### src/rtl/cce_mem_link_client.sv
// Memory-side endpoint of a wormhole link: reassembles command flits into whole
// memory messages and serializes the in-order memory responses back to each command's source.
module cce_mem_link_client
  #(parameter int flit_width_p          = 64,
    parameter int cord_width_p          = 4,
    parameter int len_width_p           = 4,
    parameter int cid_width_p           = 2,
    parameter int msg_width_p           = 128,
    parameter int num_outstanding_req_p = 8)
  (input  logic                      clk_i,
   input  logic                      reset_i,

   output logic [msg_width_p-1:0]    mem_cmd_o,
   output logic                      mem_cmd_v_o,
   input  logic                      mem_cmd_yumi_i,

   input  logic [msg_width_p-1:0]    mem_resp_i,
   input  logic                      mem_resp_v_i,
   output logic                      mem_resp_ready_o,

   input  logic [flit_width_p+1:0]   cmd_link_i,
   output logic [flit_width_p+1:0]   resp_link_o);

  localparam int len_off_lp       = cord_width_p;
  localparam int dst_cid_off_lp   = cord_width_p + len_width_p;
  localparam int src_cord_off_lp  = dst_cid_off_lp + cid_width_p;
  localparam int src_cid_off_lp   = src_cord_off_lp + cord_width_p;
  localparam int msg_off_lp       = src_cid_off_lp + cid_width_p;
  localparam int pkt_width_lp     = msg_off_lp + msg_width_p;
  localparam int num_flits_lp     = (pkt_width_lp + flit_width_p - 1) / flit_width_p;
  localparam int buf_width_lp     = num_flits_lp * flit_width_p;
  localparam int idx_width_lp     = (num_flits_lp > 1) ? $clog2(num_flits_lp) : 1;
  localparam int route_width_lp   = cord_width_p + cid_width_p;
  localparam int ptr_width_lp     = (num_outstanding_req_p > 1) ? $clog2(num_outstanding_req_p) : 1;
  localparam int fifo_cnt_width_lp = $clog2(num_outstanding_req_p + 1);

  logic                    cmd_flit_v;
  logic [flit_width_p-1:0] cmd_flit_data;
  logic                    resp_flit_ready;

  assign cmd_flit_v      = cmd_link_i[flit_width_p+1];
  assign cmd_flit_data   = cmd_link_i[flit_width_p:1];
  assign resp_flit_ready = cmd_link_i[0];

  // Command reassembly
  logic [buf_width_lp-1:0] rx_buf_r;
  logic [idx_width_lp-1:0] rx_idx_r;
  logic                    rx_full_r;
  logic                    rx_ready;
  logic                    rx_fire;

  logic                    fifo_full;
  logic                    fifo_empty;
  logic                    fifo_push;
  logic                    fifo_pop;
  logic [route_width_lp-1:0] fifo_head;
  logic [route_width_lp-1:0] cmd_route;

  assign rx_ready  = ~rx_full_r & ~reset_i;
  assign rx_fire   = cmd_flit_v & rx_ready;

  assign mem_cmd_o   = rx_buf_r[msg_off_lp +: msg_width_p];
  assign mem_cmd_v_o = rx_full_r & ~fifo_full & ~reset_i;
  assign cmd_route   = {rx_buf_r[src_cord_off_lp +: cord_width_p],
                        rx_buf_r[src_cid_off_lp +: cid_width_p]};
  assign fifo_push   = mem_cmd_yumi_i & mem_cmd_v_o;

  always_ff @(posedge clk_i) begin
    if (reset_i) begin
      rx_buf_r  <= '0;
      rx_idx_r  <= '0;
      rx_full_r <= 1'b0;
    end else if (fifo_push) begin
      rx_full_r <= 1'b0;
      rx_idx_r  <= '0;
    end else if (rx_fire) begin
      for (int i = 0; i < num_flits_lp; i++) begin
        if (rx_idx_r == idx_width_lp'(i))
          rx_buf_r[i*flit_width_p +: flit_width_p] <= cmd_flit_data;
      end
      if (rx_idx_r == idx_width_lp'(num_flits_lp-1)) begin
        rx_full_r <= 1'b1;
        rx_idx_r  <= '0;
      end else begin
        rx_idx_r  <= rx_idx_r + idx_width_lp'(1);
      end
    end
  end

  // Destination header bits and padding of incoming packets carry nothing we need
  logic unused_rx_bits;
  assign unused_rx_bits = ^rx_buf_r;

  // Return-route FIFO: one {src_cord, src_cid} per command awaiting its response
  logic [route_width_lp-1:0]    fifo_mem_r [num_outstanding_req_p];
  logic [ptr_width_lp-1:0]      fifo_wr_ptr_r;
  logic [ptr_width_lp-1:0]      fifo_rd_ptr_r;
  logic [fifo_cnt_width_lp-1:0] fifo_cnt_r;

  function automatic logic [ptr_width_lp-1:0] ptr_inc(input logic [ptr_width_lp-1:0] p);
    return (p == ptr_width_lp'(num_outstanding_req_p-1)) ? '0 : p + ptr_width_lp'(1);
  endfunction

  assign fifo_full  = (fifo_cnt_r == fifo_cnt_width_lp'(num_outstanding_req_p));
  assign fifo_empty = (fifo_cnt_r == '0);
  assign fifo_head  = fifo_mem_r[fifo_rd_ptr_r];

  always_ff @(posedge clk_i) begin
    if (reset_i) begin
      fifo_wr_ptr_r <= '0;
      fifo_rd_ptr_r <= '0;
      fifo_cnt_r    <= '0;
    end else begin
      if (fifo_push)
        fifo_wr_ptr_r <= ptr_inc(fifo_wr_ptr_r);
      if (fifo_pop)
        fifo_rd_ptr_r <= ptr_inc(fifo_rd_ptr_r);
      if (fifo_push & ~fifo_pop)
        fifo_cnt_r <= fifo_cnt_r + fifo_cnt_width_lp'(1);
      else if (~fifo_push & fifo_pop)
        fifo_cnt_r <= fifo_cnt_r - fifo_cnt_width_lp'(1);
    end
  end

  always_ff @(posedge clk_i) begin
    if (fifo_push)
      fifo_mem_r[fifo_wr_ptr_r] <= cmd_route;
  end

  // Response serializer
  typedef enum logic {e_idle, e_send} tx_state_e;

  tx_state_e               tx_state_r;
  logic [buf_width_lp-1:0] tx_buf_r;
  logic [idx_width_lp-1:0] tx_idx_r;
  logic [buf_width_lp-1:0] resp_pkt;
  logic                    resp_accept;
  logic                    tx_v;
  logic                    tx_fire;

  assign mem_resp_ready_o = (tx_state_r == e_idle) & ~fifo_empty & ~reset_i;
  assign resp_accept      = mem_resp_v_i & mem_resp_ready_o;
  assign tx_v             = (tx_state_r == e_send) & ~reset_i;
  assign tx_fire          = tx_v & resp_flit_ready;
  assign fifo_pop         = tx_fire & (tx_idx_r == idx_width_lp'(num_flits_lp-1));

  // Source fields stay zero: the memory endpoint has no coordinate of interest to the requester
  always_comb begin
    resp_pkt = '0;
    resp_pkt[0 +: cord_width_p]               = fifo_head[cid_width_p +: cord_width_p];
    resp_pkt[len_off_lp +: len_width_p]       = len_width_p'(num_flits_lp-1);
    resp_pkt[dst_cid_off_lp +: cid_width_p]   = fifo_head[0 +: cid_width_p];
    resp_pkt[msg_off_lp +: msg_width_p]       = mem_resp_i;
  end

  always_ff @(posedge clk_i) begin
    if (reset_i) begin
      tx_state_r <= e_idle;
      tx_buf_r   <= '0;
      tx_idx_r   <= '0;
    end else begin
      case (tx_state_r)
        e_idle: begin
          if (resp_accept) begin
            tx_buf_r   <= resp_pkt;
            tx_idx_r   <= '0;
            tx_state_r <= e_send;
          end
        end
        e_send: begin
          if (tx_fire) begin
            tx_buf_r <= tx_buf_r >> flit_width_p;
            if (fifo_pop) begin
              tx_idx_r   <= '0;
              tx_state_r <= e_idle;
            end else begin
              tx_idx_r   <= tx_idx_r + idx_width_lp'(1);
            end
          end
        end
      endcase
    end
  end

  assign resp_link_o = {tx_v, tx_buf_r[flit_width_p-1:0], rx_ready};

endmodule

### config.mk
export PLATFORM = sky130hd
export DESIGN_NAME = cce_mem_link_client
export DESIGN_NICKNAME = d
export VERILOG_FILES = /design/src/rtl/cce_mem_link_client.sv
export SDC_FILE = /design/constraint.sdc
export NUM_CORES = 1
export LEC_CHECK = 0
export CORE_MARGIN = 1.5
export CORE_UTILIZATION = 53
export CTS_CLUSTER_SIZE = 28
export DETAILED_ROUTE_END_ITERATION = 16
export PLACE_DENSITY = 0.95
export SYNTH_ARGS = -nofsm -noshare
export SYNTH_HDL_FRONTEND = slang
export SYNTH_SLANG_ARGS = --single-unit
### constraint.sdc
create_clock -name clk_i -period 8 [get_ports clk_i]
set_input_delay 2.4 -clock clk_i [delete_from_list [all_inputs] [get_ports clk_i]]
set_output_delay 2.4 -clock clk_i [all_outputs]
set_load 0.02 [all_outputs]
==> results.yml <==
logic_synthesis:
  ys_seq_elements: 345
  synth_nets: 1809
  syn_avg_cell_area_um2: 9.261
  synth_area_um2: 14850
  yosysSeqAreaShare: 0.4976
  synth_cells: 1603
  synth_warnings: 0
  ys_types: 44
routing:
  drt-wirelength-per-cell_um: 18.99
  dr.pass1.iters: 7
  drt_iter0_drc: 918
  wirelength_mm: 40.63
  drc: 0
  ant_nets: 0
  vias: 11780
  viasPerCell: 5.505
global_routing:
  grt_overflow: 0
  grt_first_pass_wirelength_mm: 60.91
  track_usage: 0.2659
  grt_pass1_vias: 11690
  grt_max_degree: 108
  antenna_found_initial: 1
hold_path:
  worstHoldStart: "tx_buf_r[96]"
  hp-class: "register to register"
cts:
  post-cts-setup-buffer-count: 0
  clkLatencyLatePin_ns: 0.52
  cts_buffers: 36
  path_clk_slew_ns: 0.05
  ctsHtreeMaxLevel: 2
  postCtsHoldBufs: 0
  cts_resized: 0
  cts_root_buf: "clkbuf_16"
  clock-sinks: 345
  cts_tree: "done"
  clockBufferDepth: 3
timing:
  fin_tns_setup_ns: 0
  setup_viol: 0
  fin_skew_ns: 0.01849
  fin_crit_sh: 0.7680
  max_slew_margin: 0.1434
  worstMarginPinSlew_ns: 1.273
  hold_viol_final: 0
  drv_slew: 0
  fmax_mhz: 162.8
  period_needed_ns: 6.144
  rsz0062_at_grt: "no"
placement:
  place_area_um2: 17340
  io_buffer_count: 393
  hpwl_mm: 26.61
  place_congestion: 0.8026
power:
  switching_share: 0.2243
  switchingPower_uw: 830.0
  p_clk_frac: 0.437
  powerDensity_nw_per_um2: 200.3
  peakVddDrop_v: 0.0001958
  pwr-share-seq: 0.486
  intPower_uw: 2870
  leakage_uw: 0.005977
  comb_power_share: 0.077
critical_path:
  endpoint_kind: "primary output"
  worstSetupPathType: "input port to primary output"
  cp_slowest_cell: "clkdlybuf4s50_1"
  cp-startpoint: "reset_i"
  crit_chain: "buf_8, nor2b_1, clkdlybuf4s50_1"
  cp.required_ns: 5.60
  cp_max_fo: 100
  cp.arrival_ns: 3.74
  startpoint_type: "input port"
  timing.rr.start: "tx_state_r"
  cpPeakStageDelay_ns: 0.62
layout:
  fillers: 1953
  drive_above_1_share: 0.05508
  design_area_um2: 18470
  nNetsFinal: 1944
  area_growth_pct: 24.43
  final_util: 0.6668
floorplan:
  boundaryPins: 394
  die-height_um: 170.4
  fp.dieW_um: 170.4
  core_um2: 27710
  rows: 61
  start_util: 0.5358
  fp.dieArea_um2: 29020
run_status:
  status: "complete, no violations"
flow_run:
  max_cap_violations: 0
==> cell usage after synthesis <==
cell       number  area (um^2)
nand2_1       357         1340
dfxtp_1       297         5946
a21oi_1       221         1106
buf_4         204         1531
nor2_1         80        300.3
mux2i_1        68        680.7
nand3b_1       66        495.5
clkbuf_1       58        217.7
a211oi_1       55        412.9
edfxtp_1       48         1441
buf_2          37        185.2
nand3_1        11        55.05
a211oi_2       10        125.1
mux4_1         10        262.8
buf_6           9        101.4
nand2b_1        9        56.30
nor3_1          8        40.04
ha_1            7        87.58
mux2_2          7        78.83
o211ai_1        6        45.04
nor2b_1         5        31.28
nor3b_1         3        22.52
and3b_1         2        17.52
inv_1           2        7.510
mux4_2          2        45.04
nand4b_1        2        17.52
nor4b_1         2        17.52
a22oi_1         1        7.510
a2bb2oi_4       1        26.28
a31oi_1         1        6.260
and2_1          1        6.260
and4b_1         1        10.01
buf_1           1        3.750
fa_1            1        20.02
inv_2           1        3.750
nor4_1          1        6.260
nor4_4          1        21.27
nor4b_2         1        15.01
o21ai_0         1        5.000
o21bai_2        1        11.26
or3_1           1        6.260
or3b_4          1        11.26
xnor2_1         1        8.760
xor2_1          1        8.760
==> power by group through the flow <==
stage / Combinational, uW / Clock [uW] / Sequential (uW)
after floorplan: 141 / 0 / 1830
after global placement: 276 / 0 / 1830
after detailed placement: 282 / 0 / 1830
after CTS: 285 / 1640 / 1800
after global routing: 302 / 1710 / 1800
final: 287 / 1620 / 1800
==> final timing paths <==
kind | to | slack (ns) | cells past startpoint
max | resp_link_o[65] | 1.86 | 3
min reg2reg | tx_buf_r[96] | 0.45 | 2
max reg2reg | tx_buf_r[58] | 4.85 | 5
min | tx_buf_r[96] | 0.45 | 2
==> critical path: cells and delay by family <==
kind	cells	cell delay [ns]
AND/OR/NAND/NOR	1	0.19
buffers and inverters	2	1.08
==> layout make-up <==
class | instances | area [um^2] | area share
Antenna cell | 1 | 2.502 | 0.0001355
Tap cell | 378 | 473.0 | 0.02560
Timing Repair Buffer | 406 | 4036 | 0.2185
Sequential cell | 345 | 7391 | 0.4001
Inverter | 3 | 11.26 | 0.0006096
Clock buffer | 51 | 1042 | 0.05642
Clock inverter | 10 | 90.09 | 0.004877
Multi-Input combinational cell | 946 | 5426 | 0.2938
==> cells in the final DEF (no fill, tap or decap), types with 2 or more instances in the layout <==
cell | Yosys | routed
clkdlybuf4s50_1 | 0 | 392
nand2_1 | 357 | 357
dfxtp_1 | 297 | 296
a21oi_1 | 221 | 221
nor2_1 | 80 | 80
mux2i_1 | 68 | 68
nand3b_1 | 66 | 66
a211oi_1 | 55 | 55
edfxtp_1 | 48 | 48
clkbuf_16 | 0 | 37
buf_4 | 204 | 13
nand3_1 | 11 | 11
a211oi_2 | 10 | 10
mux4_1 | 10 | 10
nor3_1 | 8 | 8
nand2b_1 | 9 | 8
mux2_2 | 7 | 7
ha_1 | 7 | 7
clkbuf_1 | 58 | 7
o211ai_1 | 6 | 6
clkbuf_8 | 0 | 6
clkinv_2 | 0 | 5
nor2b_1 | 5 | 4
nor3b_1 | 3 | 3
inv_6 | 0 | 3
and3b_1 | 2 | 2
inv_1 | 2 | 2
nor4b_1 | 2 | 2
mux4_2 | 2 | 2
nand4b_1 | 2 | 2
==> cells by family after synthesis <==
kind of cell | Yosys count | synth area share
compound gates | 297 | 0.1176
xor+xnor | 2 | 0.001180
fa+ha+maj | 8 | 0.007248
buf+inv | 312 | 0.1381
flops | 345 | 0.4976
mux | 87 | 0.07189
simple gates | 552 | 0.1664
==> layer usage <==
metal / part of all wire / track usage / wire, um / up-vias
li1: - / - / - / 5495
met3: 0.11 / 0.1023 / 4422 / 137
met1: 0.36 / 0.2837 / 14520 / 5597
met2: 0.48 / 0.4524 / 19580 / 551
met5: 0 / 0 / 0 / -
met4: 0.052 / 0.1462 / 2116 / 0
==> through the flow <==
step           hold WS (ns)  cells  power (uW)  setup slack [ns]
6_report             0.4488   2140        3700             1.856
3_3_place_gp         0.4369   2078        2109             1.848
4_1_cts              0.4524   2139        3722             1.902
5_1_grt              0.4714   2140        3811             1.789
2_1_floorplan        0.4316   1603        1971             2.505
3_5_place_dp         0.4443   2078        2116             1.796
==> registers in the layout, summed over array words and instances (netlist names), named ones only <==
signal,count
fifo_wr_ptr_r,3
tx_state_r,1
rx_full_r,1
fifo_mem_r,48
fifo_rd_ptr_r,3
fifo_cnt_r,4
rx_buf_r,134
tx_idx_r,2
rx_idx_r,2
tx_buf_r,144
(Power assumes the default switching activity.)
